<file path="src/rtl/arc4_pkg.sv">
// ARC4 shared types: controller state encoding
// and key / memory sizing helpers.
package arc4_pkg;

  localparam int MEM_DEPTH = 256;

  typedef enum logic [2:0] {
    IDLE,
    INIT,
    KSA,
    LEN,
    PRGA
  } state_t;

  function automatic int key_bytes(input int key_w);
    return key_w / 8;
  endfunction

endpackage

</file>
<file path="src/rtl/arc4_keystream.sv">
// ARC4 keystream engine: owns the S port, runs
// INIT and KSA, then yields one pad per req/ack.
module arc4_keystream
  import arc4_pkg::*;
#(
  parameter int KEY_W = 24
) (
  input  logic             clk,
  input  logic             rst_n,
  input  logic             start,
  input  logic [KEY_W-1:0] key,
  input  logic             req,
  output logic             ack,
  output logic [7:0]       pad,
  output logic             done,
  output state_t           phase,
  output logic [7:0]       s_addr,
  input  logic [7:0]       s_rddata,
  output logic [7:0]       s_wrdata,
  output logic             s_wren
);

  localparam int KB  = key_bytes(KEY_W);
  localparam int KIW = (KB > 1) ? $clog2(KB) : 1;

  state_t           phase_q, phase_d;
  logic [2:0]       step_q, step_d;
  logic [7:0]       i_q, i_d, j_q, j_d;
  logic [7:0]       si_q, si_d, sj_q, sj_d;
  logic [7:0]       t_q, t_d;
  logic [KIW-1:0]   kidx_q, kidx_d;
  logic [KEY_W-1:0] key_q, key_d;
  logic [7:0]       addr_q, addr_d;
  logic [7:0]       wdata_q, wdata_d;
  logic             wren_q, wren_d;
  logic [7:0]       pad_q, pad_d;
  logic             ack_q, ack_d;
  logic             done_q, done_d;
  logic [7:0]       kb, jk, jp;

  always_comb begin
    kb = 8'(key_q >> (KEY_W - 8 - 8 * int'(kidx_q)));
    jk = j_q + s_rddata + kb;
    jp = j_q + s_rddata;
    phase_d = phase_q;
    step_d  = step_q;
    i_d     = i_q;
    j_d     = j_q;
    si_d    = si_q;
    sj_d    = sj_q;
    t_d     = t_q;
    kidx_d  = kidx_q;
    key_d   = key_q;
    addr_d  = addr_q;
    wdata_d = wdata_q;
    wren_d  = 1'b0;
    pad_d   = pad_q;
    ack_d   = 1'b0;
    done_d  = 1'b0;
    if (start) begin
      phase_d = INIT;
      key_d   = key;
      addr_d  = 8'd0;
      wdata_d = 8'd0;
      wren_d  = 1'b1;
      i_d     = 8'd1;
    end else begin
      case (phase_q)
        INIT: begin
          addr_d  = i_q;
          wdata_d = i_q;
          wren_d  = 1'b1;
          i_d     = i_q + 8'd1;
          if (i_q == 8'(MEM_DEPTH - 1)) begin
            phase_d = KSA;
            step_d  = 3'd0;
            j_d     = 8'd0;
            kidx_d  = '0;
          end
        end
        KSA: begin
          step_d = step_q + 3'd1;
          case (step_q)
            3'd0: addr_d = i_q;
            3'd2: begin
              si_d   = s_rddata;
              j_d    = jk;
              addr_d = jk;
            end
            3'd4: begin
              sj_d    = s_rddata;
              addr_d  = i_q;
              wdata_d = s_rddata;
              wren_d  = 1'b1;
            end
            3'd5: begin
              addr_d  = j_q;
              wdata_d = si_q;
              wren_d  = 1'b1;
              step_d  = 3'd0;
              i_d     = i_q + 8'd1;
              if (int'(kidx_q) == KB - 1) kidx_d = '0;
              else kidx_d = kidx_q + 1'b1;
              if (i_q == 8'hff) begin
                phase_d = PRGA;
                j_d     = 8'd0;
                done_d  = 1'b1;
              end
            end
            default: ;
          endcase
        end
        PRGA: begin
          step_d = step_q + 3'd1;
          case (step_q)
            3'd0: begin
              if (req) begin
                i_d    = i_q + 8'd1;
                addr_d = i_q + 8'd1;
              end else begin
                step_d = 3'd0;
              end
            end
            3'd2: begin
              si_d   = s_rddata;
              j_d    = jp;
              addr_d = jp;
            end
            3'd4: begin
              sj_d   = s_rddata;
              t_d    = si_q + s_rddata;
              addr_d = si_q + s_rddata;
            end
            3'd5: begin
              addr_d  = i_q;
              wdata_d = sj_q;
              wren_d  = 1'b1;
            end
            3'd6: begin
              addr_d  = j_q;
              wdata_d = si_q;
              wren_d  = 1'b1;
              ack_d   = 1'b1;
              step_d  = 3'd0;
              // pad was read before the swap landed
              if (t_q == i_q) pad_d = sj_q;
              else if (t_q == j_q) pad_d = si_q;
              else pad_d = s_rddata;
            end
            default: ;
          endcase
        end
        default: ;
      endcase
    end
  end

  always_ff @(posedge clk or negedge rst_n) begin
    if (!rst_n) begin
      phase_q <= IDLE;
      step_q  <= 3'd0;
      i_q     <= 8'd0;
      j_q     <= 8'd0;
      si_q    <= 8'd0;
      sj_q    <= 8'd0;
      t_q     <= 8'd0;
      kidx_q  <= '0;
      key_q   <= '0;
      addr_q  <= 8'd0;
      wdata_q <= 8'd0;
      wren_q  <= 1'b0;
      pad_q   <= 8'd0;
      ack_q   <= 1'b0;
      done_q  <= 1'b0;
    end else begin
      phase_q <= phase_d;
      step_q  <= step_d;
      i_q     <= i_d;
      j_q     <= j_d;
      si_q    <= si_d;
      sj_q    <= sj_d;
      t_q     <= t_d;
      kidx_q  <= kidx_d;
      key_q   <= key_d;
      addr_q  <= addr_d;
      wdata_q <= wdata_d;
      wren_q  <= wren_d;
      pad_q   <= pad_d;
      ack_q   <= ack_d;
      done_q  <= done_d;
    end
  end

  assign s_addr   = addr_q;
  assign s_wrdata = wdata_q;
  assign s_wren   = wren_q;
  assign pad      = pad_q;
  assign ack      = ack_q;
  assign done     = done_q;
  assign phase    = phase_q;

endmodule

</file>
<file path="src/rtl/arc4_encrypt.sv">
// ARC4 encryptor: length-prefixed pt memory in,
// length-prefixed ct memory out.
module arc4_encrypt
  import arc4_pkg::*;
#(
  parameter int KEY_W = 24
) (
  input  logic             clk,
  input  logic             rst_n,
  input  logic             en,
  output logic             rdy,
  input  logic [KEY_W-1:0] key,
  output logic [7:0]       s_addr,
  input  logic [7:0]       s_rddata,
  output logic [7:0]       s_wrdata,
  output logic             s_wren,
  output logic [7:0]       pt_addr,
  input  logic [7:0]       pt_rddata,
  output logic [7:0]       ct_addr,
  output logic [7:0]       ct_wrdata,
  output logic             ct_wren
);

  state_t     st_q, st_d;
  logic       rdy_q, rdy_d;
  logic [7:0] len_q, len_d;
  logic [7:0] k_q, k_d;
  logic [7:0] pt_addr_q, pt_addr_d;
  logic [7:0] ct_addr_q, ct_addr_d;
  logic [7:0] ct_wrdata_q, ct_wrdata_d;
  logic       ct_wren_q, ct_wren_d;
  logic       req_q, req_d;
  logic       start, ks_ack, ks_done;
  logic [7:0] ks_pad;
  state_t     ks_phase;

  assign start = en && rdy_q;

  arc4_keystream #(.KEY_W(KEY_W)) u_ks (
    .clk      (clk),
    .rst_n    (rst_n),
    .start    (start),
    .key      (key),
    .req      (req_q),
    .ack      (ks_ack),
    .pad      (ks_pad),
    .done     (ks_done),
    .phase    (ks_phase),
    .s_addr   (s_addr),
    .s_rddata (s_rddata),
    .s_wrdata (s_wrdata),
    .s_wren   (s_wren)
  );

  always_comb begin
    st_d        = st_q;
    rdy_d       = rdy_q;
    len_d       = len_q;
    k_d         = k_q;
    pt_addr_d   = pt_addr_q;
    ct_addr_d   = ct_addr_q;
    ct_wrdata_d = ct_wrdata_q;
    ct_wren_d   = 1'b0;
    req_d       = 1'b0;
    case (st_q)
      IDLE: begin
        if (en) begin
          st_d      = INIT;
          rdy_d     = 1'b0;
          pt_addr_d = 8'd0;
          len_d     = 8'd0;
          k_d       = 8'd0;
        end
      end
      INIT: if (ks_phase == KSA) st_d = KSA;
      KSA:  if (ks_done) st_d = LEN;
      LEN: begin
        // pt[0] has been on the read port since accept
        len_d       = pt_rddata;
        ct_addr_d   = 8'd0;
        ct_wrdata_d = pt_rddata;
        ct_wren_d   = 1'b1;
        if (pt_rddata == 8'd0) begin
          st_d  = IDLE;
          rdy_d = 1'b1;
        end else begin
          st_d      = PRGA;
          k_d       = 8'd1;
          pt_addr_d = 8'd1;
          req_d     = 1'b1;
        end
      end
      PRGA: begin
        if (ks_ack) begin
          ct_addr_d   = k_q;
          ct_wrdata_d = pt_rddata ^ ks_pad;
          ct_wren_d   = 1'b1;
          if (k_q == len_q) begin
            st_d  = IDLE;
            rdy_d = 1'b1;
          end else begin
            k_d       = k_q + 8'd1;
            pt_addr_d = k_q + 8'd1;
            req_d     = 1'b1;
          end
        end
      end
      default: begin
        st_d  = IDLE;
        rdy_d = 1'b1;
      end
    endcase
  end

  always_ff @(posedge clk or negedge rst_n) begin
    if (!rst_n) begin
      st_q        <= IDLE;
      rdy_q       <= 1'b1;
      len_q       <= 8'd0;
      k_q         <= 8'd0;
      pt_addr_q   <= 8'd0;
      ct_addr_q   <= 8'd0;
      ct_wrdata_q <= 8'd0;
      ct_wren_q   <= 1'b0;
      req_q       <= 1'b0;
    end else begin
      st_q        <= st_d;
      rdy_q       <= rdy_d;
      len_q       <= len_d;
      k_q         <= k_d;
      pt_addr_q   <= pt_addr_d;
      ct_addr_q   <= ct_addr_d;
      ct_wrdata_q <= ct_wrdata_d;
      ct_wren_q   <= ct_wren_d;
      req_q       <= req_d;
    end
  end

  assign rdy       = rdy_q;
  assign pt_addr   = pt_addr_q;
  assign ct_addr   = ct_addr_q;
  assign ct_wrdata = ct_wrdata_q;
  assign ct_wren   = ct_wren_q;

endmodule

</file>
<file path="config.mk">
export PLATFORM = sky130hd
export DESIGN_NAME = arc4_encrypt
export DESIGN_NICKNAME = d
export VERILOG_FILES = /design/src/rtl/arc4_pkg.sv /design/src/rtl/arc4_keystream.sv /design/src/rtl/arc4_encrypt.sv
export SDC_FILE = /design/constraint.sdc
export NUM_CORES = 1
export LEC_CHECK = 0
export ABC_AREA = 1
export CAP_MARGIN = 20
export CORE_MARGIN = 3
export CORE_UTILIZATION = 45
export DETAILED_ROUTE_END_ITERATION = 16
export PLACE_DENSITY = 0.77
export SYNTH_ARGS = -nofsm -noshare
export SYNTH_HDL_FRONTEND = slang
export SYNTH_HIERARCHICAL = 1
export SYNTH_SLANG_ARGS = --single-unit
</file>
<file path="constraint.sdc">
create_clock -name clk -period 2.9 [get_ports clk]
set_input_delay 0.58 -clock clk [delete_from_list [all_inputs] [get_ports clk]]
set_output_delay 0.58 -clock clk [all_outputs]
set_load 0.01 [all_outputs]
</file>
==> results of run 1 <==
==> where the power goes <==
group,total [W],internal (W),switching (W)
clock,0.00209,0.00128,0.000813
sequential,0.00312,0.00254,0.000578
combinational,0.00687,0.00288,0.00399
==> final cells by class <==
cell class / instances / share of cell area [%]
inverter: 148 / 5.20
multi-input combinational: 834 / 42.3
clock inverter: 8 / 0.898
tap: 229 / 2.64
timing repair buffer: 161 / 13.2
sequential: 137 / 31.5
clock buffer: 23 / 4.21
==> flip-flops by register name (all words and copies together), names as in the netlist, 2 cells and up <==
name / flops
u_ks/key_q: 24
ct_addr: 8
ct_wrdata: 8
len_q: 8
pt_addr: 8
u_ks/i_q: 8
u_ks/j_q: 8
u_ks/pad: 8
u_ks/s_addr: 8
u_ks/s_wrdata: 8
u_ks/si_q: 8
u_ks/sj_q: 8
u_ks/t_q: 8
st_q: 3
u_ks/phase: 3
u_ks/step_q: 3
u_ks/kidx_q: 2
==> worst max-delay path, cell delays in order <==
cell	delay, ns
clkdlybuf4s50_1	0.53
ha_4	0.23
nand2_1	0.06
nand2_1	0.06
o21bai_4	0.17
inv_1	0.05
nand2_1	0.05
and2_4	0.17
ha_4	0.27
nand2_1	0.06
or2_4	0.26
nand4_1	0.11
nand3_1	0.08
a31oi_1	0.17
nand2_1	0.10
nand2_1	0.07
nand2_1	0.04
==> Yosys cell counts (all sizes together) <==
cell / count / area share, %
a21o: 1 / 0.087
o2111ai: 7 / 0.71
nand4: 10 / 0.73
ha: 30 / 4.4
nand2: 346 / 15
a21oi: 63 / 3.7
nand3b: 3 / 0.26
xnor2: 11 / 1.1
o31ai: 2 / 0.17
a32o: 1 / 0.12
or2: 8 / 0.58
o211ai: 12 / 1.0
buf: 25 / 1.8
a221oi: 4 / 0.48
o22ai: 16 / 1.2
o21ai: 109 / 6.7
o21bai: 1 / 0.087
o311ai: 1 / 0.10
and2: 2 / 0.15
xor2: 27 / 2.7
a31oi: 14 / 1.0
nor2: 58 / 2.8
a22oi: 1 / 0.087
a211oi: 2 / 0.32
clkbuf: 12 / 0.54
nor4: 1 / 0.073
dfstp: 1 / 0.31
o221ai: 1 / 0.10
dfrtp: 136 / 40
nand3: 86 / 5.3
fa: 3 / 0.70
mux2: 1 / 0.13
nor3: 13 / 0.94
inv: 148 / 6.6
==> final timing paths <==
check	endpoint	slack (ns)	startpoint
min in group clk	u_ks/key_q[10]	0.47	u_ks/key_q[10]
min reg2reg	u_ks/key_q[10]	0.47	u_ks/key_q[10]
max	u_ks/s_addr[6]	0.13	s_rddata[4]
min	ct_addr[3]	0.12	rst_n
max in group asynchronous	pt_addr[1]	1.97	rst_n
max reg2reg	u_ks/s_addr[7]	0.14	u_ks/j_q[0]
==> routing by layer <==
| metal | up-vias | routed length [µm] | global-route usage [%] | share of wire (%) |
|---|---|---|---|---|
| met2 | 369 | 12100 | 41.5 | 47 |
| li1 | 4070 | - | - | - |
| met1 | 3894 | 11000 | 33.2 | 42 |
| met4 | 0 | 884 | 8.84 | 3.4 |
| met3 | 78 | 1940 | 5.42 | 7.5 |
| met5 | - | 0 | 0 | 0 |
==> kinds of logic after synthesis <==
group                      share of synthesized area, %
and+or+nand+nor                                    26.2
AOI/OAI and AO/OA                                  16.0
buffers and inverters                              8.89
DFF                                                39.8
xor gates and xnor gates                           3.86
adders and majority gates                          5.06
muxes                                             0.131
==> per-stage QoR <==
step	setup TNS [ns]	hold slack (ns)	utilization, %	setup slack [ns]
2_1_floorplan	-0.0133	0.284	-	-0.0133
3_3_place_gp	-5.62	0.450	55.0	-0.584
3_5_place_dp	-7.26	0.453	55.0	-0.712
4_1_cts	0	0.165	58.3	0.000603
5_1_grt	-0.110	0.163	59.1	-0.0406
6_report	0	0.119	59.1	0.130
==> timing repair <==
item	4_1_cts	5_1_grt
gates resized for setup	10	31
buffers inserted	0	3
endpoints found under the setup margin	12	10
cloned	0	0
hold endpoints to repair	0	0
pin swaps	7	24
==> impl_metrics.yaml, run 1 <==
detailed_routing:
  viasPerCell: 5.46
  wl_per_cell_um: 16.9
  wl_um: 26000
  dr.pass1.iters: 5
  drtAntennaViolNets: 0
  initialDrtViolationCount: 869
  vias: 8411
  drc: 0
clocking:
  cts_buffers: 17
  cts_tree: "built"
  cts_buffer_depth: 2
  clock_latency_ns: 0.43
  clkTransAtPathRegs_ns: 0.06
  cts_sinks: 137
  cts_root_buffer: "clkbuf_16"
  htree_levels: 4
  postCtsHoldBufs: 0
power_and_ir_drop:
  p_total_w: 0.0121
  powerDensity_nw_per_um2: 1110
  ir_drop_uv: 922
  p_leak_nw: 5.23
logic_synthesis:
  synth_cells: 1156
  syn_nets: 1232
  syn_avg_cell_area_um2: 7.45
  synth.cell_area_um2: 8610
  yosys_warnings: 6
  seq_area_frac_synth_pct: 39.8
  ys_seq_elements: 137
  synth_cell_types: 56
placement:
  placed_cells: 1506
  portBuffers: 85
  dp_hpwl_um: 19700
  placed_area_um2: 10100
  place_congestion: 0.996
final_layout:
  antennaDiodeCount: 0
  layout.nets: 1375
  area_growth_syn_to_layout_pct: 26.2
  layout_commonest_cell: "nand2_1"
  layout.cells.non_filler: 1540
  multi_input_area_um2: 4600
  final_cell_mix: "334 x nand2_1, 136 x dfrtp_1, 130 x inv_1"
  postLayoutCellArea_um2: 10900
  drive_gt1_share_pct: 14.6
  fillers: 1717
  regArea_um2: 3430
sta:
  finalHoldViolations: 0
  fin_crit_ns: 2.77
  setup_viol: 0
  rsz0062_at_grt: "true"
  fmax_mhz: 361
  slew_violations: 0
  fin_skew_ns: 0.0143
  period_share_pct: 95.5
  worstMarginPinSlew_ns: 0.795
  relSlewSlack_pct: 47.0
critical_path:
  critical_path_class: "input pin to register"
  cp.arrival_ns: 3.09
  worst_ep_required_time_ns: 3.22
  worstSetupStartpointType: "input pin"
  endpoint_kind: "register"
  critPathMaxFanout: 3
  r2r_cells: 20
min_path:
  hold_class: "input pin to asynchronous set/reset pin"
run:
  drv_cap: 0
global_route:
  grt_overflow: 0
  grt_pass1_vias: 8058
  grt_max_degree: 65
  antenna_found_initial: 0
  grt_pass1_wl_um: 41400
  grt_use_total_pct: 25.3
die:
  dieArea_um2: 20800
  dieHeight_um: 144
  core_area_um2: 18400
  fp.dieW_um: 144
  row_count: 49
  start_util_pct: 46.8
  io_pins: 86
run_status:
  status: "completed"
Power figures use the tool's default switching activity.
==> run 2: changes to the inputs <==
Settings changed: CORE_MARGIN 3 to 2.
==> run 2 against run 1 <==
Clock-buffer cell count down 4; non-clock buffer count is 4 lower; routed wire length rose by 2.2%; sequential share of layout area down 0.44 points; clock power is 13% higher; setup slack got worse by 0.031 ns; clock skew down 0.0061 ns; via count increased by 0.59%; global-route usage grew 1.1 points; register-to-register slack got worse by 0.04 ns; fmax fell by 1.1%; critical endpoint unchanged; highest routed layer unchanged.
==> impl_metrics.yaml, run 2 (same netlist as run 1, synthesis figures left out) <==
detailed_routing:
  dr.pass1.iters: 6
  initialDrtViolationCount: 886
  viasPerCell: 5.48
  wl_um: 26500
  vias: 8461
  drtAntennaViolNets: 0
  wl_per_cell_um: 17.2
  drc: 0
final_layout:
  max_flop_register: "u_ks/key_q"
  layout.nets: 1371
  largest_register_ffs: 24
  layout.cells.non_filler: 1543
  drive_gt1_share_pct: 15.7
  fillers: 1746
  multi_input_area_um2: 4690
  final_cell_mix: "331 x nand2_1, 136 x dfrtp_1, 129 x inv_1"
  regArea_um2: 3430
  layout_commonest_cell: "nand2_1"
  area_growth_syn_to_layout_pct: 28.0
die:
  row_count: 50
  io_pins: 86
  dieArea_um2: 20300
  core_area_um2: 18800
  dieHeight_um: 142
  fp.dieW_um: 142
  start_util_pct: 45.9
critical_path:
  worst_ep_required_time_ns: 3.22
  critPathMaxFanout: 7
  worstSetupStartpointType: "register"
  critical_path_class: "register to register"
  endpoint_kind: "register"
  r2r_cells: 17
  cp.arrival_ns: 3.12
placement:
  place_congestion: 1.00
  placed_cells: 1505
  place_ws_ns: -0.637
  dp_hpwl_um: 19400
  portBuffers: 85
sta:
  fin_skew_ns: 0.00820
  worstMarginPinSlew_ns: 0.754
  fin_crit_ns: 2.80
  setup_viol: 0
  setup_tns_ns: 0
  period_share_pct: 96.6
  hold_ws_ns: 0.149
  fmax_mhz: 357
  relSlewSlack_pct: 49.7
  finalHoldViolations: 0
  finalWorstSetupSlack_ns: 0.0989
  slew_violations: 0
global_route:
  busiest_layer: "met2"
  grt_pass1_wl_um: 41500
  grt_use_met1_pct: 33.6
  grt_util_met2_pct: 43.5
  use_met3_pct: 5.92
  grt_use_total_pct: 26.4
  grt_pass1_vias: 8062
  grt_overflow: 0
  antenna_found_initial: 0
  grt_max_degree: 70
power_and_ir_drop:
  powerDensity_nw_per_um2: 1160
  ir_drop_uv: 1240
  p_leak_nw: 5.28
  p_total_w: 0.0128
run_status:
  status: "completed"
clocking:
  clkTransAtPathRegs_ns: 0.06
  cts_sinks: 137
  postCtsHoldBufs: 0
  cts_root_buffer: "clkbuf_16"
  cts_buffers: 17
  htree_levels: 4
  cts_tree: "built"
  clock_latency_ns: 0.43
  cts_buffer_depth: 2
run:
  drv_cap: 0
min_path:
  hold_class: "input pin to asynchronous set/reset pin"
run 2: per-stage QoR:
step | cell area (µm²) | util (%)
after floorplan | 8620 | -
after global placement | 10100 | 53.7
after detailed placement | 10100 | 53.7
after CTS | 10800 | 57.3
after global routing | 11000 | 58.7
final | 11000 | 58.8
run 2: final timing paths:
path                           startpoint        endpoint  slack (ns)
max                        u_ks/kidx_q[1]  u_ks/s_addr[6]         0.1
min                                 rst_n      ct_addr[2]        0.15
max reg2reg                u_ks/kidx_q[1]  u_ks/s_addr[6]         0.1
min reg2reg                u_ks/key_q[13]  u_ks/key_q[13]        0.46
max in group asynchronous           rst_n     u_ks/t_q[6]        1.94
min in group clk           u_ks/key_q[13]  u_ks/key_q[13]        0.46
run 2: critical path: stages (launching register included):
cell and delay (ns):
dfrtp_1 0.38, inv_1 0.10, ha_4 0.29, inv_2 0.07
buf_4 0.15, a21oi_1 0.09, o21ai_0 0.14, a21oi_2 0.25
ha_4 0.26, a21oi_2 0.21, or2_4 0.17, nand3_1 0.07
nand2_1 0.09, nand3_1 0.07, a31oi_1 0.17, nand2_1 0.09
nand2_1 0.06, nand2_1 0.05
run 2: power by group:
group	leakage, nW	switching [W]	internal (W)
logic	3.20	0.00425	0.00311
registers	1.77	0.000582	0.00254
clock network	0.312	0.000893	0.00147
run 2: area by class of cell:
class | instances | area share (%)
multi-input combinational | 834 | 42.5
sequential | 137 | 31.1
timing repair buffer | 157 | 12.8
inverter | 148 | 5.13
clock buffer | 19 | 4.02
tap | 234 | 2.65
clock inverter | 13 | 1.74
antenna | 1 | 0.0227
run 2: timing repair:
item	4_1_cts	5_1_grt
endpoints found under the hold margin	0	0
buffers inserted	0	5
setup endpoints to repair	11	11
cloned	0	0
pin swaps	2	28
gates resized for setup	10	51
run 2: metal layers:
metal	wire length, µm	share of wire, %
met2	12600	48
met5	0	0
met4	985	3.7
met1	10700	40
met3	2190	8.3
